## src/rtl/ram_arbiter.sv

```systemverilog
// ram_arbiter
//
// Shares one single-port RAM (registered read, one cycle of latency) between
// the instruction-fetch port (read-only) and the load/store port
// (read/write). One transaction is in flight at a time, and each one walks a
// fixed four-cycle sequence. Read data and a one-cycle ack go back to the
// port that won the grant.
//
// Build option:
//   RAM_ARB_RR_EN  defined   -> ties go round-robin (the port not granted
//                               last wins; the first tie after reset goes
//                               to fetch)
//                  undefined -> fixed priority (data wins every tie); the
//                               round-robin pointer is not built
//
// Parameters:
//   ADDR_W   address width
//   DATA_W   data width
//
// Ports:
//   clk       rising-edge clock, shared with the RAM
//   reset     synchronous, active-high
//   if_req    fetch request, held with if_addr until if_ack
//   if_addr   fetch address
//   if_ack    one-cycle completion pulse to fetch
//   if_rdata  fetched data, valid while if_ack = 1
//   d_req     data request, held with d_we/d_addr/d_wdata until d_ack
//   d_we      1 = write, 0 = read
//   d_addr    data address
//   d_wdata   write data
//   d_ack     one-cycle completion pulse to the data port
//   d_rdata   read data (for a write, the old RAM contents), valid while d_ack = 1
//   ram_addr  RAM address
//   ram_data  RAM write data
//   ram_we    RAM write enable
//   ram_q     RAM registered read data
//   busy      high in every state except IDLE
//   owner     port of the current or last grant (0 = fetch, 1 = data)
//
// Every output comes straight from a flop.
//
// state   | meaning
// --------+-------------------------------------------------------------
// IDLE    | no transaction; arbitrate and latch the winner's request
// ACCESS  | address/we presented to the RAM; write commits at the edge
// CAPTURE | ram_we forced low; ram_q valid and registered at the edge
// RESP    | owner's ack high for this one cycle; requests ignored

module ram_arbiter #(
  parameter int ADDR_W = 8,
  parameter int DATA_W = 8
) (
  input  logic              clk,
  input  logic              reset,
  input  logic              if_req,
  input  logic [ADDR_W-1:0] if_addr,
  output logic              if_ack,
  output logic [DATA_W-1:0] if_rdata,
  input  logic              d_req,
  input  logic              d_we,
  input  logic [ADDR_W-1:0] d_addr,
  input  logic [DATA_W-1:0] d_wdata,
  output logic              d_ack,
  output logic [DATA_W-1:0] d_rdata,
  output logic [ADDR_W-1:0] ram_addr,
  output logic [DATA_W-1:0] ram_data,
  output logic              ram_we,
  input  logic [DATA_W-1:0] ram_q,
  output logic              busy,
  output logic              owner
);

  typedef enum logic [1:0] {
    S_IDLE    = 2'd0,
    S_ACCESS  = 2'd1,
    S_CAPTURE = 2'd2,
    S_RESP    = 2'd3
  } state_t;

  state_t state;
  state_t state_nxt;

  logic grant_any;
  logic grant_d;

  logic [ADDR_W-1:0] ram_addr_nxt;
  logic [DATA_W-1:0] ram_data_nxt;
  logic              ram_we_nxt;
  logic              if_ack_nxt;
  logic              d_ack_nxt;
  logic [DATA_W-1:0] if_rdata_nxt;
  logic [DATA_W-1:0] d_rdata_nxt;
  logic              busy_nxt;
  logic              owner_nxt;

`ifdef RAM_ARB_RR_EN
  // 1 when the most recent grant went to the data port.
  logic last_d;
`endif

  // Arbitration. A lone requester always wins; only a tie uses the policy.
  always_comb begin
    grant_any = if_req | d_req;
`ifdef RAM_ARB_RR_EN
    if (if_req && d_req) begin
      grant_d = ~last_d;
    end else begin
      grant_d = d_req;
    end
`else
    grant_d = d_req;
`endif
  end

  // State register.
  always_ff @(posedge clk) begin
    if (reset) begin
      state <= S_IDLE;
    end else begin
      state <= state_nxt;
    end
  end

  // Next-state logic. Only the exit from IDLE depends on the inputs.
  always_comb begin
    state_nxt = state;
    case (state)
      S_IDLE:    state_nxt = grant_any ? S_ACCESS : S_IDLE;
      S_ACCESS:  state_nxt = S_CAPTURE;
      S_CAPTURE: state_nxt = S_RESP;
      S_RESP:    state_nxt = S_IDLE;
      default:   state_nxt = S_IDLE;
    endcase
  end

  // Output logic: next values for the output flops. Acks default low, so
  // one set in CAPTURE is high for the RESP cycle only.
  always_comb begin
    ram_addr_nxt = ram_addr;
    ram_data_nxt = ram_data;
    ram_we_nxt   = ram_we;
    if_rdata_nxt = if_rdata;
    d_rdata_nxt  = d_rdata;
    owner_nxt    = owner;
    if_ack_nxt   = 1'b0;
    d_ack_nxt    = 1'b0;
    busy_nxt     = (state_nxt != S_IDLE);

    case (state)
      S_IDLE: begin
        if (grant_any) begin
          owner_nxt = grant_d;
          if (grant_d) begin
            ram_addr_nxt = d_addr;
            ram_data_nxt = d_wdata;
            ram_we_nxt   = d_we;
          end else begin
            ram_addr_nxt = if_addr;
            ram_data_nxt = '0;
            ram_we_nxt   = 1'b0;
          end
        end
      end
      S_ACCESS: begin
        // The write commits at the edge that ends ACCESS, so it must not
        // repeat in CAPTURE.
        ram_we_nxt = 1'b0;
      end
      S_CAPTURE: begin
        // ram_q holds the pre-write contents for writes (read-before-write).
        if (owner) begin
          d_rdata_nxt = ram_q;
          d_ack_nxt   = 1'b1;
        end else begin
          if_rdata_nxt = ram_q;
          if_ack_nxt   = 1'b1;
        end
      end
      S_RESP: begin
      end
      default: begin
      end
    endcase
  end

  // Output registers. A reset during ACCESS abandons the transaction; the
  // write may already have committed in the RAM, which has no reset.
  always_ff @(posedge clk) begin
    if (reset) begin
      ram_addr <= '0;
      ram_data <= '0;
      ram_we   <= 1'b0;
      if_ack   <= 1'b0;
      d_ack    <= 1'b0;
      if_rdata <= '0;
      d_rdata  <= '0;
      busy     <= 1'b0;
      owner    <= 1'b0;
    end else begin
      ram_addr <= ram_addr_nxt;
      ram_data <= ram_data_nxt;
      ram_we   <= ram_we_nxt;
      if_ack   <= if_ack_nxt;
      d_ack    <= d_ack_nxt;
      if_rdata <= if_rdata_nxt;
      d_rdata  <= d_rdata_nxt;
      busy     <= busy_nxt;
      owner    <= owner_nxt;
    end
  end

`ifdef RAM_ARB_RR_EN
  // Round-robin pointer. It resets to "data last" so the first tie goes to
  // fetch. It follows every grant, including uncontested ones.
  always_ff @(posedge clk) begin
    if (reset) begin
      last_d <= 1'b1;
    end else if (state == S_IDLE && grant_any) begin
      last_d <= grant_d;
    end
  end
`endif

endmodule

```

## config.mk

```make
export PLATFORM = sky130hd
export DESIGN_NAME = ram_arbiter
export DESIGN_NICKNAME = d
export VERILOG_FILES = /design/src/rtl/ram_arbiter.sv
export SDC_FILE = /design/constraint.sdc
export NUM_CORES = 1
export LEC_CHECK = 0
export BUFFER_PORTS_ARGS = -buffer_cell sky130_fd_sc_hd__clkbuf_2
export CORE_MARGIN = 2
export CORE_UTILIZATION = 49
export CTS_CLUSTER_SIZE = 10
export DETAILED_ROUTE_END_ITERATION = 16
export GPL_TIMING_DRIVEN = 0
export HOLD_SLACK_MARGIN = 0.12
export PLACE_DENSITY = 0.84
export SKIP_CTS_REPAIR_TIMING = 1
export SLEW_MARGIN = 30
export SYNTH_ARGS = -nofsm -noshare
export SYNTH_HDL_FRONTEND = slang
export SYNTH_SLANG_ARGS = --single-unit
export TNS_END_PERCENT = 5
```

## constraint.sdc

```tcl
create_clock -name clk -period 2.77 [get_ports clk]
set_input_delay 0.1385 -clock clk [delete_from_list [all_inputs] [get_ports clk]]
set_output_delay 0.1385 -clock clk [all_outputs]
set_load 0.02 [all_outputs]
```

## After elaboration in Yosys (flattened, before gate mapping)

Index checks and enable logic that the tools add are counted.
Widths: inputs -> output; s select.

- Flip-flop bits (word level): 39
- Bits of input ports: 37
- Output and inout bits: 37
- Logic and storage cells: 34

- Equality and inequality tests: 4
- Muxes and demuxes: 9
- Bitwise gates (word level): 3
- Reduce and logical (&&, ||, !) cells: 8

Operators with widths:

| operator | count |
|---|---|
| $mux 8 | 2 |
| $pmux 2 s4 | 1 |
| $reduce_and 2->1 | 4 |
| $mux 1 | 5 |
| $eq 2x2->1 const B | 2 |
| $reduce_bool 2->1 | 2 |
| $eq 2x1->1 const B | 1 |
| $logic_not 2->1 | 1 |
| $ne 2x2->1 const B | 1 |
| $not 1->1 | 2 |
| $pmux 1 s2 | 1 |
| $reduce_or 2->1 | 1 |
| $or 1x1->1 | 1 |

## Depth between registers and ports, before layout

Gate-level depths: netlist of run 1.

- Depth in word-level cells: 4
- Gate-level depth with buffers: 7
- Mapped depth without buffers: 5

## Least setup slack after synthesis of run 1

OpenSTA, ideal clock, no wires.

- Path type: register to register
- Start point: reg state[0]
- End point: reg busy
- Setup time: 0.120 ns
- Arrival time: 1.130 ns
- Required time: 2.650 ns
- Path slack: 1.520 ns
- Cell stages (with the launch flop): 7
- Buffers on the path: 1
- Clock period less this slack: 1.250 ns
- Cells stage by stage: dfxtp_1 > inv_1 > ha_1 > buf_4 > o21ai_2 > a21oi_2 > or2_1

- Cells in the longest elaborated chain, start to end: 3
- Elaborated cells on any way between the ends: 6
- Those cells by class: 3 x eq/ne; 1 x mux; 2 x reduce/logical

Ends and longest elaborated chain:

| element | line | text |
|---|---|---|
| start, declared | 80 | `state_t state;` |
| start signal, assigned | 120 | `state <= state_nxt;` |
| $eq 2x2->1 (tied with other cells) | 127 | `case (state)` |
| $pmux 2 s4 (*) | 127 |  |
| $reduce_bool 2->1 (*) | 147 | `busy_nxt = (state_nxt != S_IDLE);` |
| end signal, assigned | 207 | `busy <= busy_nxt;` |
| end, declared | 69 | `output logic busy,` |

Mark *: on every way between the ends. The rest lies on a longest branch, timed or not.
A chain may end at the register's enable or synchronous reset.

## Worst setup path in the final report of run 1

- Start point: reg state[0]
- End point: reg ram_addr[6]

- Cells in the longest elaborated chain, start to end: 2

Ends and longest elaborated chain:

| element | line | text |
|---|---|---|
| $logic_not 2->1 | 149 | `case (state)` |
| $reduce_and 2->1 (no source line) | -- |  |
| end signal, assigned | 200 | `ram_addr <= ram_addr_nxt;` |
| end, declared | 65 | `output logic [ADDR_W-1:0] ram_addr,` |

Every way passes these cells.

==> results.sh, run 1 <==
export IMPL_outcome="finished clean"
export IMPL_gp_congestion=0.7564
export IMPL_floorplan_initialDensity_pct=51.72
export IMPL_core_area_um2=3053
export IMPL_worst_path_max_delay_cell="dfxtp_1"
export IMPL_fp_dieArea_um2=3692
export IMPL_slowest_delay_ps=340
export IMPL_synth_seq_area_share_pct=49.45
export IMPL_power_ir_vdd_worst_uv=694.2
export IMPL_min_path_type="in2reg"
export IMPL_synthesis_area_per_instance_um2=9.127
export IMPL_number_of_global_route_vias_before_repair=1292
export IMPL_rows=20
export IMPL_cts_reportedPaths_clkPinSlew_ps=110
export IMPL_crit_path_max_fanout=10
export IMPL_synth_distinct_cells=24
export IMPL_vias=1566
export IMPL_num_antenna_cells=0
export IMPL_cts_root_buffer_cell="clkbuf_4"
export IMPL_final_min_clock_period_ps=1406
export IMPL_final_cells=316
export IMPL_worst_path_required_ps=3040
export IMPL_crit_arrival_ps=1670
export IMPL_drc_errors=0
export IMPL_synthesis_nets=214
export IMPL_most_common_layout_cells="clkbuf_2 (73), dfxtp_1 (39), nand2_1 (34), a21oi_1 (25), dlygate4sd3_1 (18)"
export IMPL_synth_seq_cells=39
export IMPL_worst_slew_pin_transition_ps=420.9
export IMPL_fin_tns_setup_ps=0
export IMPL_final_net_count=312
export IMPL_multi_input_area_um2=705.7
export IMPL_ys_warn_count=0
export IMPL_clock_insertion_delay_worst_skew_ps=360
export IMPL_timing_setup_critical_path_class="reg2reg"
export IMPL_globalRouteTotalUtil_pct=19.57
export IMPL_cp_cell_sequence="inv_1 > ha_1 > buf_4 > o21a_4 > buf_6 > nor2_2 > a211oi_2"
export IMPL_finClkSkew_ps=26.63
export IMPL_fmax_ghz=0.7111
export IMPL_timing_max_transition_violations_final=0
export IMPL_seq_area_um2=780.7
export IMPL_clock_tree_htree_level_count=2
export IMPL_syn_area_um2=1579
export IMPL_detailedPlacementHpwl_mm=2.537
export IMPL_floorplan_die_height_um=60.77
export IMPL_ioPinCount=74
export IMPL_cts_buffers=5
export IMPL_final_period_utilization_pct=50.76
export IMPL_synthToLayoutAreaGrowth_pct=43.19
export IMPL_wl_per_cell_um=12.60
export IMPL_dr_first_iter_drc_count=55
export IMPL_place_inst=290
export IMPL_clock_tree_buffer_depth=2
export IMPL_cap_violations=0
export IMPL_layout_drive_gt1_share_pct=38.97
export IMPL_worst_slew_margin_rel_pct=71.93
export IMPL_grt_max_degree=14
export IMPL_fill_cell_instance_count_of_the_final_layout=245
export IMPL_port_buffers=73
export IMPL_tritoncts="yes"
export IMPL_post_synth_inst_count=173
export IMPL_worst_setup_path_end_kind="flip-flop"
export IMPL_routed_via_density=4.956
export IMPL_grt_first_pass_wirelength_mm=5.395
export IMPL_gr_total_overflow=0
export IMPL_unrepaired_setup_endpoints_after_global_routing="false"
export IMPL_initial_antenna_violation_count=0
export IMPL_timing_critical_path_from_type="flip-flop"
export IMPL_die_w_um=60.77
export IMPL_tritoncts_num_sinks=39
export IMPL_remaining_antenna_violation_count=0
export IMPL_timing_final_hold_violations=0
export IMPL_power_density_nw_per_um2=654.0
export IMPL_drt_pass1_iterations=4
export IMPL_leakage_nw=1.029
export IMPL_final_common_cell="clkbuf_2"
export IMPL_drt_total_wl_mm=3.982
export IMPL_postLayoutCoreUtil_pct=74.06
export IMPL_setup_violations=0
-- cells in the mapped netlist (all sizes together) --
master | instances | area (µm²)
ha | 4 | 50.05
inv | 2 | 7.510
nor2b | 2 | 12.51
o21ai | 2 | 13.76
or2 | 1 | 6.260
nor2 | 12 | 50.05
nor3b | 1 | 7.510
nand4b | 1 | 8.760
clkbuf | 1 | 3.750
mux2i | 8 | 80.08
a21oi | 26 | 133.9
a211oi | 8 | 100.1
o21a | 1 | 15.01
buf | 12 | 81.33
a22oi | 1 | 7.510
dfxtp | 39 | 780.8
nand2b | 2 | 12.51
nand3 | 16 | 80.08
nand2 | 34 | 127.6
-- logic make-up (layout without fill, tap and decap cells) --
group / after synthesis / in the layout / share of synthesized area [%]
compound gates: 38 / 38 / 17.12
fa+ha+maj: 4 / 4 / 3.170
buf+inv: 15 / 114 / 5.864
flops: 39 / 39 / 49.45
mux: 8 / 8 / 5.072
simple gates: 69 / 69 / 19.33
-- layout make-up --
class / count / area share (%)
inverter: 2 / 0.3320
clock buffer: 5 / 1.660
clock inverter: 3 / 1.937
tap: 44 / 2.435
sequential: 39 / 34.53
multi-input combinational: 119 / 31.21
timing repair buffer: 91 / 24.13
buffer: 13 / 3.763
-- state kept, by name, indices dropped and copies added (netlist names) --
signal and cells:
busy 1, d_ack 1, d_rdata 8, if_ack 1, if_rdata 8, owner 1
ram_addr 8, ram_data 8, ram_we 1, state 2
-- worst max-delay path: cells and delay by family, from the launching register on --
kind / cells / cell delay (ps)
flip-flops: 1 / 340
adder cells (fa/ha/maj): 1 / 150
buffers and inverters: 3 / 410
AO/OA/AOI/OAI: 2 / 370
AND/OR/NAND/NOR: 1 / 50
-- layer usage --
layer	routed length, µm	up-vias	global-route usage [%]
met3	229	6	4.051
met1	1567	710	23.54
li1	-	784	-
met2	2139	66	34.72
met4	46	0	6.522
met5	0	-	0
-- final timing paths --
check,startpoint,endpoint,slack [ps],cells past startpoint
worst min register to register,ram_data[3],ram_data[3],460,2
worst max register to register,state[0],ram_addr[6],1360,7
worst min-delay path,if_addr[2],ram_addr[2],140,3
worst max-delay path,state[0],ram_addr[6],1360,7
-- power by group --
part           leakage (nW)  internal, mW  switching (mW)
logic                 0.665         0.177           0.264
registers             0.319         0.624          0.0328
clock network        0.0452         0.190           0.191
-- per-stage QoR --
stage          instance area [µm²]  setup slack, ps  hold slack [ps]  power [mW]
6_report                      2261             1364            137.3       1.479
5_1_grt                       2261             1241            141.4       1.553
3_3_place_gp                  1999             1418            320.2       1.074
4_1_cts                       2081             1344           -26.67       1.460
3_5_place_dp                  1999             1395            333.3       1.083
2_1_floorplan                 1579             1520            217.3      0.9557
Note: power is estimated with default switching activity, not from simulation.
==> inputs of run 2 (changes only) <==
--- a/config.mk
+++ b/config.mk
@@ -7,12 +7,12 @@
 export LEC_CHECK = 0
 export BUFFER_PORTS_ARGS = -buffer_cell sky130_fd_sc_hd__clkbuf_2
 export CORE_MARGIN = 2
-export CORE_UTILIZATION = 49
+export CORE_UTILIZATION = 45
 export CTS_CLUSTER_SIZE = 10
 export DETAILED_ROUTE_END_ITERATION = 16
 export GPL_TIMING_DRIVEN = 0
 export HOLD_SLACK_MARGIN = 0.12
-export PLACE_DENSITY = 0.84
+export PLACE_DENSITY = 0.78
 export SKIP_CTS_REPAIR_TIMING = 1
 export SLEW_MARGIN = 30
 export SYNTH_ARGS = -nofsm -noshare
==> constraint.sdc (replaced) <==
create_clock -name clk -period 1.3 [get_ports clk]
set_input_delay 0.065 -clock clk [delete_from_list [all_inputs] [get_ports clk]]
set_output_delay 0.065 -clock clk [all_outputs]
set_load 0.02 [all_outputs]
==> results.sh, run 2 (synthesized netlist as in run 1, its figures left out) <==
export IMPL_route_met3_wl_um=241
export IMPL_clock_tree_buffer_depth=2
export IMPL_globalRouteTotalUtil_pct=18.28
export IMPL_final_net_count=332
export IMPL_final_common_cell="clkbuf_2"
export IMPL_cts_reportedPaths_clkPinSlew_ps=110
export IMPL_synthToLayoutAreaGrowth_pct=61.01
export IMPL_gp_congestion=0.8351
export IMPL_port_buffers=73
export IMPL_worst_slew_pin_transition_ps=287.7
export IMPL_tritoncts="yes"
export IMPL_wl_per_cell_um=13.17
export IMPL_highest_signal_layer="met4"
export IMPL_finClkSkew_ps=4.972
export IMPL_power_switching_mw=1.084
export IMPL_final_period_utilization_pct=96.88
export IMPL_dr_first_iter_drc_count=97
export IMPL_cp_cell_sequence="inv_4 > ha_1 > buf_6 > nand2b_1 > buf_6 > nand2_1 > a21oi_2"
export IMPL_most_common_layout_cells="clkbuf_2 (73), dfxtp_1 (37), dlygate4sd3_1 (35), nand2_1 (33), a21oi_1 (23)"
export IMPL_cap_violations=0
export IMPL_gr_total_overflow=0
export IMPL_comb_power_share_pct=33.2
export IMPL_power_density_nw_per_um2=1331
export IMPL_clock_insertion_delay_worst_skew_ps=350
export IMPL_fmax_ghz=0.7940
export IMPL_timing_critical_path_buf_inv=3
export IMPL_unrepaired_setup_endpoints_after_global_routing="true"
export IMPL_timing_critical_path_from_type="flip-flop"
export IMPL_setup_violations=0
export IMPL_final_min_clock_period_ps=1259
export IMPL_number_of_global_route_vias_before_repair=1351
export IMPL_leakage_nw=1.152
export IMPL_cts_buffers=5
export IMPL_routed_via_density=4.988
export IMPL_worst_path_required_ps=1590
export IMPL_clock_tree_htree_level_count=2
export IMPL_timing_setup_critical_path_class="reg2reg"
export IMPL_tritoncts_num_sinks=39
export IMPL_ioPinCount=74
export IMPL_fin_tns_setup_ps=0
export IMPL_pwr_share_seq_pct=41.6
export IMPL_drc_errors=0
export IMPL_cts_root_buffer_cell="clkbuf_4"
export IMPL_timing_final_hold_violations=0
export IMPL_floorplan_initialDensity_pct=46.95
export IMPL_power_internal_mw=2.300
export IMPL_drt_met1_wl_mm=1.710
export IMPL_min_path_type="in2reg"
export IMPL_crit_path_max_fanout=10
export IMPL_worst_path_max_delay_cell="dfxtp_2"
export IMPL_critical_path_most_common_cell="buf_6"
export IMPL_timing_max_transition_violations_final=0
export IMPL_layout_drive_gt1_share_pct=40.41
export IMPL_postLayoutCoreUtil_pct=75.60
export IMPL_drt_pass1_iterations=4
export IMPL_die_w_um=63.24
export IMPL_fp_dieArea_um2=3999
export IMPL_core_area_um2=3363
export IMPL_vias=1686
export IMPL_floorplan_die_height_um=63.24
export IMPL_outcome="finished clean"
export IMPL_worst_slew_margin_rel_pct=80.75
export IMPL_num_antenna_cells=0
export IMPL_crit_arrival_ps=1550
export IMPL_grt_first_pass_wirelength_mm=5.720
export IMPL_detailedPlacementHpwl_mm=2.535
export IMPL_grt_max_degree=13
export IMPL_clock_network_fraction_of_total_power_pct=25.2
export IMPL_slowest_delay_ps=370
export IMPL_drt_total_wl_mm=4.452
export IMPL_power_ir_vdd_worst_uv=834.9
export IMPL_worst_setup_path_end_kind="flip-flop"
export IMPL_power_share_switching_pct=32.03
export IMPL_initial_antenna_violation_count=0
export IMPL_remaining_antenna_violation_count=0
export IMPL_route_met2_wl_mm=2.382
export IMPL_rows=21
export IMPL_fill_cell_instance_count_of_the_final_layout=266
export IMPL_path_delay_family="flip-flops"
run 2: worst reg2reg max path, cell delays in order (launching register included):
cell and delay (ps):
dfxtp_2 370, inv_4 50, ha_1 220, buf_6 150, nand2b_1 90, buf_6 130, nand2_1 70, a21oi_2 130
run 2: final cells by class:
| cell class | instances | area (µm²) | area share [%] |
|---|---|---|---|
| multi-input cells | 119 | 740.7 | 29.13 |
| plain buffers | 13 | 108.9 | 4.281 |
| well taps | 46 | 57.56 | 2.264 |
| flip-flops and latches | 39 | 783.3 | 30.81 |
| clock inverters | 2 | 35.03 | 1.378 |
| clock buffers | 6 | 51.30 | 2.018 |
| repair buffers | 111 | 755.7 | 29.72 |
| inverters | 2 | 10.01 | 0.3937 |
run 2: worst paths after layout:
path	from	end	slack, ps	cells past startpoint
hold reg to reg	if_rdata[7]	if_rdata[7]	460	2
hold / removal	d_req	ram_data[4]	150	4
setup reg to reg	state[0]	if_rdata[4]	40	7
setup / recovery	state[0]	if_rdata[4]	40	7
run 2: power by group through the flow:
| stage | clock (mW) | sequential [mW] | combinational (mW) |
|---|---|---|---|
| 3_3_place_gp | 0 | 1.42 | 0.874 |
| 5_1_grt | 0.927 | 1.42 | 1.21 |
| 2_1_floorplan | 0 | 1.57 | 0.468 |
| 6_report | 0.852 | 1.41 | 1.12 |
| 4_1_cts | 0.864 | 1.40 | 0.886 |
| 3_5_place_dp | 0 | 1.42 | 0.883 |
run 2: per-layer routing:
metal	up-vias	global-route usage [%]
li1	819	-
met1	787	21.01
met2	67	30.98
met3	13	6.429
met4	0	7.337
met5	-	0
run 2: stage by stage:
stage	cell area [µm²]	hold slack, ps	std cells	total power, mW	setup slack, ps
5_1_grt	2542	146.0	338	3.562	-29.22
6_report	2542	147.8	338	3.384	40.56
4_1_cts	2088	-123.0	300	3.149	-108.0
2_1_floorplan	1579	143.8	173	2.036	50.23
3_5_place_dp	2002	264.4	292	2.307	-76.44
3_3_place_gp	2002	245.2	292	2.294	-67.94
